===== config.mk =====
export PLATFORM = sky130hd
export DESIGN_NAME = seg7_scan_driver
export DESIGN_NICKNAME = d
export VERILOG_FILES = /design/src/rtl/seg7_pkg.sv /design/src/rtl/seg7_frame_buffer.sv /design/src/rtl/seg7_scan_driver.sv
export SDC_FILE = /design/constraint.sdc
export NUM_CORES = 1
export LEC_CHECK = 0
export CAP_MARGIN = 20
export CORE_MARGIN = 3
export CORE_UTILIZATION = 30
export CTS_CLUSTER_SIZE = 28
export DETAILED_ROUTE_END_ITERATION = 6
export HOLD_SLACK_MARGIN = 0.1
export MAX_ROUTING_LAYER = met4
export PLACE_DENSITY = 0.5
export SLEW_MARGIN = 15
export SYNTH_ARGS = -nofsm -noshare
export SYNTH_HDL_FRONTEND = slang
export SYNTH_SLANG_ARGS = --single-unit
export TNS_END_PERCENT = 100

===== constraint.sdc =====
create_clock -name clk -period 2.25 [get_ports clk]
set_clock_uncertainty 0.05 [all_clocks]
set_input_delay 0.45 -clock clk [delete_from_list [all_inputs] [get_ports clk]]
set_output_delay 0.45 -clock clk [all_outputs]
set_load 0.05 [all_outputs]

===== src/rtl/seg7_pkg.sv =====
// Shared constants and scan-state encoding for the 3-digit 7-segment scan driver.
// Optional leading-zero blanking is enabled with the SEG7_LEADING_ZERO_BLANK_EN macro.
package seg7_pkg;

  localparam int DIGITS = 3;
  localparam int IDX_W  = 2;

  // Pattern {a..g} of the digit "0".
  localparam logic [6:0] SEG_ZERO = 7'b1111110;

  typedef enum logic {
    ST_ON  = 1'b0,
    ST_GAP = 1'b1
  } scan_state_t;

endpackage


===== src/rtl/seg7_frame_buffer.sv =====
// Pending/display double buffer with the in_valid/in_ready capture handshake.
// Define SEG7_LEADING_ZERO_BLANK_EN to blank leading zero digits at transfer time.
module seg7_frame_buffer
  import seg7_pkg::*;
(
  input  logic             clk,
  input  logic             rst_n,
  input  logic             in_valid,
  output logic             in_ready,
  input  logic [6:0]       seg_h,
  input  logic [6:0]       seg_t,
  input  logic [6:0]       seg_o,
  input  logic             load,
  input  logic [IDX_W-1:0] idx,
  output logic [6:0]       cur_seg,
  output logic             cur_show
);

  // Handshake: a frame moves when in_valid && in_ready at a rising clk edge.
  // in_ready is a flop (== !pend_full) and never looks at in_valid.
  logic [6:0] pend_h, pend_t, pend_o;
  logic [6:0] disp_h, disp_t, disp_o;
  logic       pend_full;
  logic       disp_valid;

  always_ff @(posedge clk or negedge rst_n) begin
    if (!rst_n) begin
      pend_h     <= '0;
      pend_t     <= '0;
      pend_o     <= '0;
      disp_h     <= '0;
      disp_t     <= '0;
      disp_o     <= '0;
      pend_full  <= 1'b0;
      in_ready   <= 1'b1;
      disp_valid <= 1'b0;
    end else begin
      if (in_valid && in_ready) begin
        pend_h    <= seg_h;
        pend_t    <= seg_t;
        pend_o    <= seg_o;
        pend_full <= 1'b1;
        in_ready  <= 1'b0;
      end
      // Capture needs in_ready, so it can never coincide with a transfer.
      if (load && pend_full) begin
        disp_h     <= pend_h;
        disp_t     <= pend_t;
        disp_o     <= pend_o;
        disp_valid <= 1'b1;
        pend_full  <= 1'b0;
        in_ready   <= 1'b1;
      end
    end
  end

  always_comb begin
    cur_seg = disp_o;
    case (idx)
      2'd0:    cur_seg = disp_h;
      2'd1:    cur_seg = disp_t;
      default: cur_seg = disp_o;
    endcase
  end

`ifdef SEG7_LEADING_ZERO_BLANK_EN
  logic blank_h, blank_t;
  logic lz_h, lz_t;

  always_comb begin
    lz_h = (pend_h == SEG_ZERO);
    lz_t = lz_h && (pend_t == SEG_ZERO);
  end

  always_ff @(posedge clk or negedge rst_n) begin
    if (!rst_n) begin
      blank_h <= 1'b0;
      blank_t <= 1'b0;
    end else if (load && pend_full) begin
      blank_h <= lz_h;
      blank_t <= lz_t;
    end
  end

  always_comb begin
    cur_show = disp_valid;
    case (idx)
      2'd0:    cur_show = disp_valid && !blank_h;
      2'd1:    cur_show = disp_valid && !blank_t;
      default: cur_show = disp_valid;
    endcase
  end
`else
  assign cur_show = disp_valid;
`endif

endmodule


===== src/rtl/seg7_scan_driver.sv =====
// Time-multiplexes three 7-segment patterns onto one bus with blanking gaps.
// Optional SEG7_LEADING_ZERO_BLANK_EN blanks leading zero digits (see seg7_frame_buffer).
module seg7_scan_driver
  import seg7_pkg::*;
#(
  parameter int PRESCALE       = 1000,
  parameter int GAP_CYCLES     = 16,
  parameter bit SEG_ACTIVE_LOW = 1'b0,
  parameter bit DIG_ACTIVE_LOW = 1'b1
) (
  input  logic       clk,
  input  logic       rst_n,
  input  logic       in_valid,
  output logic       in_ready,
  input  logic [6:0] seg_h,
  input  logic [6:0] seg_t,
  input  logic [6:0] seg_o,
  output logic [6:0] seg_out,
  output logic [2:0] dig_out,
  output logic       frame_done
);

  localparam int CNT_MAX = (PRESCALE > GAP_CYCLES) ? PRESCALE : GAP_CYCLES;
  localparam int CNT_W   = (CNT_MAX > 1) ? $clog2(CNT_MAX) : 1;
  localparam logic [CNT_W-1:0] ON_LAST  = CNT_W'(PRESCALE - 1);
  localparam logic [CNT_W-1:0] GAP_LAST = CNT_W'((GAP_CYCLES > 0) ? GAP_CYCLES - 1 : 0);
  // XOR masks: all-ones inverts the bus and doubles as the inactive level.
  localparam logic [6:0] SEG_OFF = SEG_ACTIVE_LOW ? 7'h7f : 7'h00;
  localparam logic [2:0] DIG_OFF = DIG_ACTIVE_LOW ? 3'b111 : 3'b000;

  scan_state_t      state;
  logic [IDX_W-1:0] idx;
  logic [IDX_W-1:0] next_idx;
  logic [CNT_W-1:0] cnt;
  logic             advance;
  logic             boundary;
  logic [6:0]       cur_seg;
  logic             cur_show;

  always_comb begin
    advance  = 1'b0;
    if (state == ST_ON) advance = (cnt == ON_LAST) && (GAP_CYCLES == 0);
    else                advance = (cnt == GAP_LAST);
    boundary = advance && (idx == IDX_W'(DIGITS - 1));
    next_idx = (idx == IDX_W'(DIGITS - 1)) ? '0 : idx + 1'b1;
  end

  seg7_frame_buffer u_frame_buffer (
    .clk      (clk),
    .rst_n    (rst_n),
    .in_valid (in_valid),
    .in_ready (in_ready),
    .seg_h    (seg_h),
    .seg_t    (seg_t),
    .seg_o    (seg_o),
    .load     (boundary),
    .idx      (idx),
    .cur_seg  (cur_seg),
    .cur_show (cur_show)
  );

  always_ff @(posedge clk or negedge rst_n) begin
    if (!rst_n) begin
      state      <= ST_ON;
      idx        <= '0;
      cnt        <= '0;
      seg_out    <= SEG_OFF;
      dig_out    <= DIG_OFF;
      frame_done <= 1'b0;
    end else begin
      frame_done <= boundary;

      // Outputs reflect this cycle's scan position, visible one cycle later.
      if (state == ST_ON && cur_show) begin
        seg_out <= cur_seg ^ SEG_OFF;
        dig_out <= (3'b100 >> idx) ^ DIG_OFF;
      end else begin
        seg_out <= SEG_OFF;
        dig_out <= DIG_OFF;
      end

      case (state)
        ST_ON: begin
          if (cnt == ON_LAST) begin
            cnt <= '0;
            if (GAP_CYCLES == 0) idx   <= next_idx;
            else                 state <= ST_GAP;
          end else begin
            cnt <= cnt + 1'b1;
          end
        end
        default: begin
          if (cnt == GAP_LAST) begin
            cnt   <= '0;
            state <= ST_ON;
            idx   <= next_idx;
          end else begin
            cnt <= cnt + 1'b1;
          end
        end
      endcase
    end
  end

endmodule


==> results of run 1 <==
-- power by group through the flow --
stage          Sequential [mW]  Clock, mW  Combinational [mW]
6_report                  1.31       1.11               0.110
2_1_floorplan             1.32          0              0.0400
3_5_place_dp              1.33          0               0.113
5_1_grt                   1.31       1.21               0.126
4_1_cts                   1.31       1.15               0.115
3_3_place_gp              1.33          0               0.110
-- logic make-up (layout without fill, tap and decap cells) --
kind of cell	after synthesis	in the layout	synth area share, %
mux	51	51	22.0
compound gates	11	11	2.14
xor+xnor	8	8	2.45
fa+ha+maj	1	1	0.437
flops	69	69	60.5
buf+inv	13	65	2.84
simple gates	52	52	9.62
-- cells in the final DEF (no fill, tap or decap), drive strengths merged --
cell / Yosys / final
nand4: 3 / 3
nor2: 26 / 26
buf: 6 / 11
ha: 1 / 1
xnor2: 4 / 4
nand3: 5 / 5
clkinv: 0 / 1
xor2: 4 / 4
dlygate4sd3: 0 / 1
o2bb2ai: 1 / 1
clkinvlp: 0 / 1
nor3: 2 / 2
o21ai: 2 / 2
nor4: 1 / 1
clkdlybuf4s50: 0 / 34
dfstp: 4 / 4
a21boi: 1 / 1
or3b: 1 / 1
nor2b: 1 / 1
a21oi: 7 / 7
nand2: 4 / 4
and3: 2 / 2
nand2b: 4 / 4
bufinv: 0 / 2
dfrtp: 65 / 65
mux2i: 7 / 7
mux2: 44 / 44
or4b: 1 / 1
inv: 3 / 5
nor4b: 1 / 1
clkbuf: 4 / 10
nor3b: 1 / 1
-- how the worst max path moves through the flow --
stage	startpoint	to	slack (ns)	cells past startpoint
after floorplan	cnt[0]	u_frame_buffer.disp_o[0]	0.08	8
after global placement	cnt[5]	u_frame_buffer.disp_h[5]	0.11	4
after detailed placement	cnt[9]	u_frame_buffer.disp_t[6]	0.07	4
after CTS	u_frame_buffer.in_ready	in_ready	0.05	1
after global routing	cnt[9]	u_frame_buffer.disp_t[5]	0.007	4
final	u_frame_buffer.in_ready	in_ready	0.08	1
-- per-layer routing --
layer / global-route usage (%) / share of wire, % / up-vias
met1: 13.9 / 52 / 786
li1: - / - / 800
met2: 13.9 / 42 / 36
met3: 3.30 / 4.4 / 9
met4: 4.27 / 1.9 / 0
met5: - / 0 / -
-- timing repair --
item / 4_1_cts / 5_1_grt
endpoints found under the setup margin: 0 / 20
hold buffers: 1 / 0
hold endpoints to repair: 18 / 0
-- layout make-up --
class | instances | area [um2] | area share, %
clock inverters | 6 | 93.8 | 2.59
multi-input cells | 123 | 1050 | 29.0
repair buffers | 46 | 443 | 12.2
clock buffers | 10 | 128 | 3.53
inverters | 3 | 11.3 | 0.311
well taps | 129 | 161 | 4.46
flip-flops and latches | 69 | 1730 | 47.9
-- per-stage QoR --
| stage | hold slack [ns] | cells | power (mW) | instance area, um2 | setup slack (ns) |
|---|---|---|---|---|---|
| after detailed placement | 0.392 | 369 | 1.45 | 3390 | 0.0723 |
| after global placement | 0.389 | 369 | 1.44 | 3390 | 0.114 |
| after CTS | 0.414 | 386 | 2.58 | 3620 | 0.0475 |
| final | 0.407 | 386 | 2.53 | 3620 | 0.0774 |
| after floorplan | 0.104 | 205 | 1.36 | 2860 | 0.0835 |
| after global routing | 0.434 | 386 | 2.65 | 3620 | 0.00736 |
-- sequential cells by signal (all words and copies together), names as in the netlist, 2 cells and up --
signal	flops
u_frame_buffer.disp_t	7
cnt	10
u_frame_buffer.disp_h	7
u_frame_buffer.disp_o	7
idx	2
u_frame_buffer.pend_h	7
u_frame_buffer.pend_o	7
seg_out	7
dig_out	3
u_frame_buffer.pend_t	7
==> flow_metrics.tcl, run 1 <==
set metrics [dict create \
    grt_antenna_before_repair 0 \
    finalSetupViolations 0 \
    setup_tns_ns 0 \
    cts.path.max_buffers 2 \
    n_antenna_cell 0 \
    area_growth_pct 26.4 \
    netlist_area_um2 2860 \
    slowest_stage "clkdlybuf4s50_1" \
    gp_congestion 0.699 \
    synth-seq-area-share_pct 60.5 \
    grt_pass1_vias 1698 \
    grt_pass1_wl_um 8470 \
    synth_nets 230 \
    drt-pass1-iter-count 4 \
    fin_util_pct 39.1 \
    rsz0062_at_grt "no" \
    cp.required_ns 1.75 \
    power_frac_seq_pct 51.8 \
    netlist_top_cells_area "dfrtp_1, mux2_2, mux2_4" \
    synth.avg_cell_area_um2 14.0 \
    globalRouteOverflowTotal 0 \
    comb_power_share_pct 4.4 \
    cp.arrival_ns 1.67 \
    yosysMostFrequentCell "dfrtp_1" \
    cts_setup_buffers 0 \
    drtIter0Drc 44 \
    slew_viol_final 0 \
    cts_buffers 9 \
    synth_flop_cell "dfrtp_1" \
    synth_cells 205 \
    drtAntennaViolNets 0 \
    leakagePower_nw 1.66 \
    synth_top_area_share_pct 56.8 \
    synth_area_leader_cell "dfrtp_1" \
    timing.rr.start "cnt[9]" \
    drive_above_1_share_pct 30.4 \
    min-delay-start "cnt[0]" \
    async_flop_share_pct 100 \
    finalNetCount 277 \
    grt_util_all_layers_pct 10.2 \
    wirelength_um 4950 \
    r2r_end "u_frame_buffer.disp_t[5]" \
    r2r.worst_path.cells 4 \
    num_io_pins 36 \
    synth_cell_types 33 \
    start_util_pct 31.0 \
    maxCapViolCount 0 \
    p_per_area_nw_per_um2 698 \
    cp-end-kind "primary output" \
    critical-path-top-delay-family "buffers and inverters" \
    drc 0 \
    switching_share_pct 21.2 \
    die_y_um 104 \
    path_max_fanout 3 \
    ys_ff_latch 69 \
    worst_pin_slew_ns 0.698 \
    finalHoldViolCount 0 \
    hold-path-endpoint "cnt[0]" \
    timing.reg2reg.setup_slack_ns 0.10 \
    cts_tree "done" \
    cts_max_level 3 \
    clkTransAtPathRegs_ns 0.07 \
    portBuffers 35 \
    insertion_delay_ns 0.34 \
    vias 1631 \
    vias_per_cell 4.23 \
    p_int_mw 1.99 \
    place_hpwl_um 3400 \
    synth_edf_count 0 \
    finalCritPeriodShare_pct 96.6 \
    die_w_um 104 \
    max-vdd-ir-drop_v 0.000389 \
    min_path_cells 1 \
    critPathLaunchType "register" \
    clock_sinks 69 \
    root_buffer "clkbuf_8" \
    clkPwrFrac_pct 43.8 \
    slew_headroom_pct 53.1 \
    worstHoldPathType "reg2reg" \
    worstPathCellList "clkdlybuf4s50_1" \
    cts-resized-gates 0 \
    slowest_delay_ns 0.80 \
    grt_start_max_net_pins 50 \
    num-fill-cells 888 \
    fin_crit_ns 2.17 \
    critical_path_class "reg2out" \
    clock.fmax_mhz 460 \
    design.die.area_um2 10700 \
    yosys_warnings 0 \
    synth_common_cells "dfrtp_1, mux2_2, nor2_1" \
    critPathBufInv 1 \
    status "finished clean" \
    switchingPower_mw 0.536 \
    wl_per_cell_um 12.8 \
    rows 35 \
    core-area_um2 9240 \
]
Note: power is estimated with default switching activity, not from simulation.
==> inputs of run 2 (changes only) <==
--- a/config.mk
+++ b/config.mk
@@ -12,7 +12,7 @@
 export DETAILED_ROUTE_END_ITERATION = 6
 export HOLD_SLACK_MARGIN = 0.1
 export MAX_ROUTING_LAYER = met4
-export PLACE_DENSITY = 0.5
+export PLACE_DENSITY = 0.48
 export SLEW_MARGIN = 15
 export SYNTH_ARGS = -nofsm -noshare
 export SYNTH_HDL_FRONTEND = slang
==> constraint.sdc (replaced) <==
create_clock -name clk -period 2.35 [get_ports clk]
set_clock_uncertainty 0.05 [all_clocks]
set_input_delay 0.47 -clock clk [delete_from_list [all_inputs] [get_ports clk]]
set_output_delay 0.47 -clock clk [all_outputs]
set_load 0.05 [all_outputs]
==> run 2 against run 1 <==
Effect of this change:
- sequential share of layout area grew 0.25 points
- critical path depth is the same
- final area shrank 0.52%
- global-route usage grew 0.087 points
- largest cell class unchanged
==> flow_metrics.tcl, run 2 (synthesis gave the netlist of run 1 again) <==
set metrics [dict create \
    cts_tree "done" \
    place_hpwl_um 3410 \
    gp_congestion 0.714 \
    finalNetCount 275 \
    place_inst 367 \
    die_w_um 104 \
    drive_above_1_share_pct 29.0 \
    design_area_um2 3600 \
    register_area_um2 1730 \
    vias 1601 \
    multi_input_area_um2 1050 \
    cp-end-kind "primary output" \
    clkTransAtPathRegs_ns 0.07 \
    cp.required_ns 1.83 \
    critPathBufInv 1 \
    slowest_delay_ns 0.79 \
    status "finished clean" \
    vias_per_cell 4.17 \
    grt_pass1_wl_um 8450 \
    num_io_pins 36 \
    leakagePower_nw 1.65 \
    critical_path_class "reg2out" \
    largest_reg_flops 10 \
    root_buffer "clkbuf_8" \
    insertion_delay_ns 0.33 \
    clock.fmax_mhz 457 \
    layout_common_cells "dfrtp_1, clkdlybuf4s50_1, mux2_2" \
    finalSetupViolations 0 \
    cts_buffers 9 \
    drtIter0Drc 56 \
    cp.arrival_ns 1.67 \
    worstHoldPathType "reg2reg" \
    finalPower_mw 2.42 \
    area_growth_pct 25.8 \
    slew_headroom_pct 53.9 \
    wl_per_cell_um 13.1 \
    maxCapViolCount 0 \
    portBuffers 35 \
    grt_pass1_vias 1590 \
    path_max_fanout 3 \
    fin_hold_ws_ns 0.411 \
    setup_tns_ns 0 \
    critPathLaunchType "register" \
    worstPathCellList "clkdlybuf4s50_1" \
    worst_pin_slew_ns 0.686 \
    grt_antenna_before_repair 0 \
    fin_cells 384 \
    num-fill-cells 902 \
    layout_commonest_cell "dfrtp_1" \
    cts.path.max_buffers 2 \
    core-area_um2 9240 \
    largest_register "cnt" \
    globalRouteOverflowTotal 0 \
    n_antenna_cell 0 \
    p_per_area_nw_per_um2 671 \
    grt_util_all_layers_pct 10.3 \
    fin_crit_ns 2.19 \
    start_util_pct 31.0 \
    drt-pass1-iter-count 4 \
    slew_viol_final 0 \
    grt_start_max_net_pins 48 \
    finalCritPeriodShare_pct 93.0 \
    clock_sinks 69 \
    rsz0062_at_grt "no" \
    drc 0 \
    wirelength_um 5020 \
    die_y_um 104 \
    setup_ws_ns 0.164 \
    max-vdd-ir-drop_v 0.000289 \
    design.die.area_um2 10700 \
    place_ws_ns 0.191 \
    rows 35 \
    critical-path-top-delay-family "buffers and inverters" \
    finalHoldViolCount 0 \
    drtAntennaViolNets 0 \
    fin_util_pct 38.9 \
    cts_max_level 3 \
    post_dp_cell_area_um2 3370 \
    slowest_stage "clkdlybuf4s50_1" \
]
run 2: final cells by class:
cell class / instances / share of cell area, %
clock buffer: 13 / 4.14
tap: 129 / 4.49
inverter: 3 / 0.313
multi-input combinational: 123 / 29.1
sequential: 69 / 48.1
clock inverter: 3 / 1.91
timing repair buffer: 44 / 11.9
run 2: timing repair:
action                                  CTS  global route
resized for setup                         0             0
setup buffers                             0             0
hold endpoints to repair                 19             0
hold buffers                              1             0
endpoints found under the setup margin    0             0
run 2: power by group:
group          internal, mW  switching (mW)  total [mW]
Combinational        0.0679          0.0375       0.105
Clock                 0.631           0.426        1.06
Sequential             1.23          0.0224        1.25
Total                  1.93           0.486        2.42
run 2: worst paths after layout:
check / endpoint / from / cells past startpoint / slack [ns]
hold reg to reg: cnt[0] / cnt[0] / 1 / 0.41
max in group asynchronous: u_frame_buffer.in_ready / rst_n / 3 / 0.96
min in group asynchronous: seg_out[0] / rst_n / 2 / 0.60
setup reg to reg: u_frame_buffer.disp_h[4] / cnt[5] / 4 / 0.19
setup / recovery: in_ready / u_frame_buffer.in_ready / 1 / 0.16
hold / removal: cnt[0] / cnt[0] / 1 / 0.41
run 2: layer usage:
metal	GRT usage [%]	share of wire, %	vias to the layer above
met3	3.36	3.7	6
met4	4.27	1.3	0
met5	-	0	-
met1	15.0	53	774
li1	-	-	793
met2	12.9	42	28
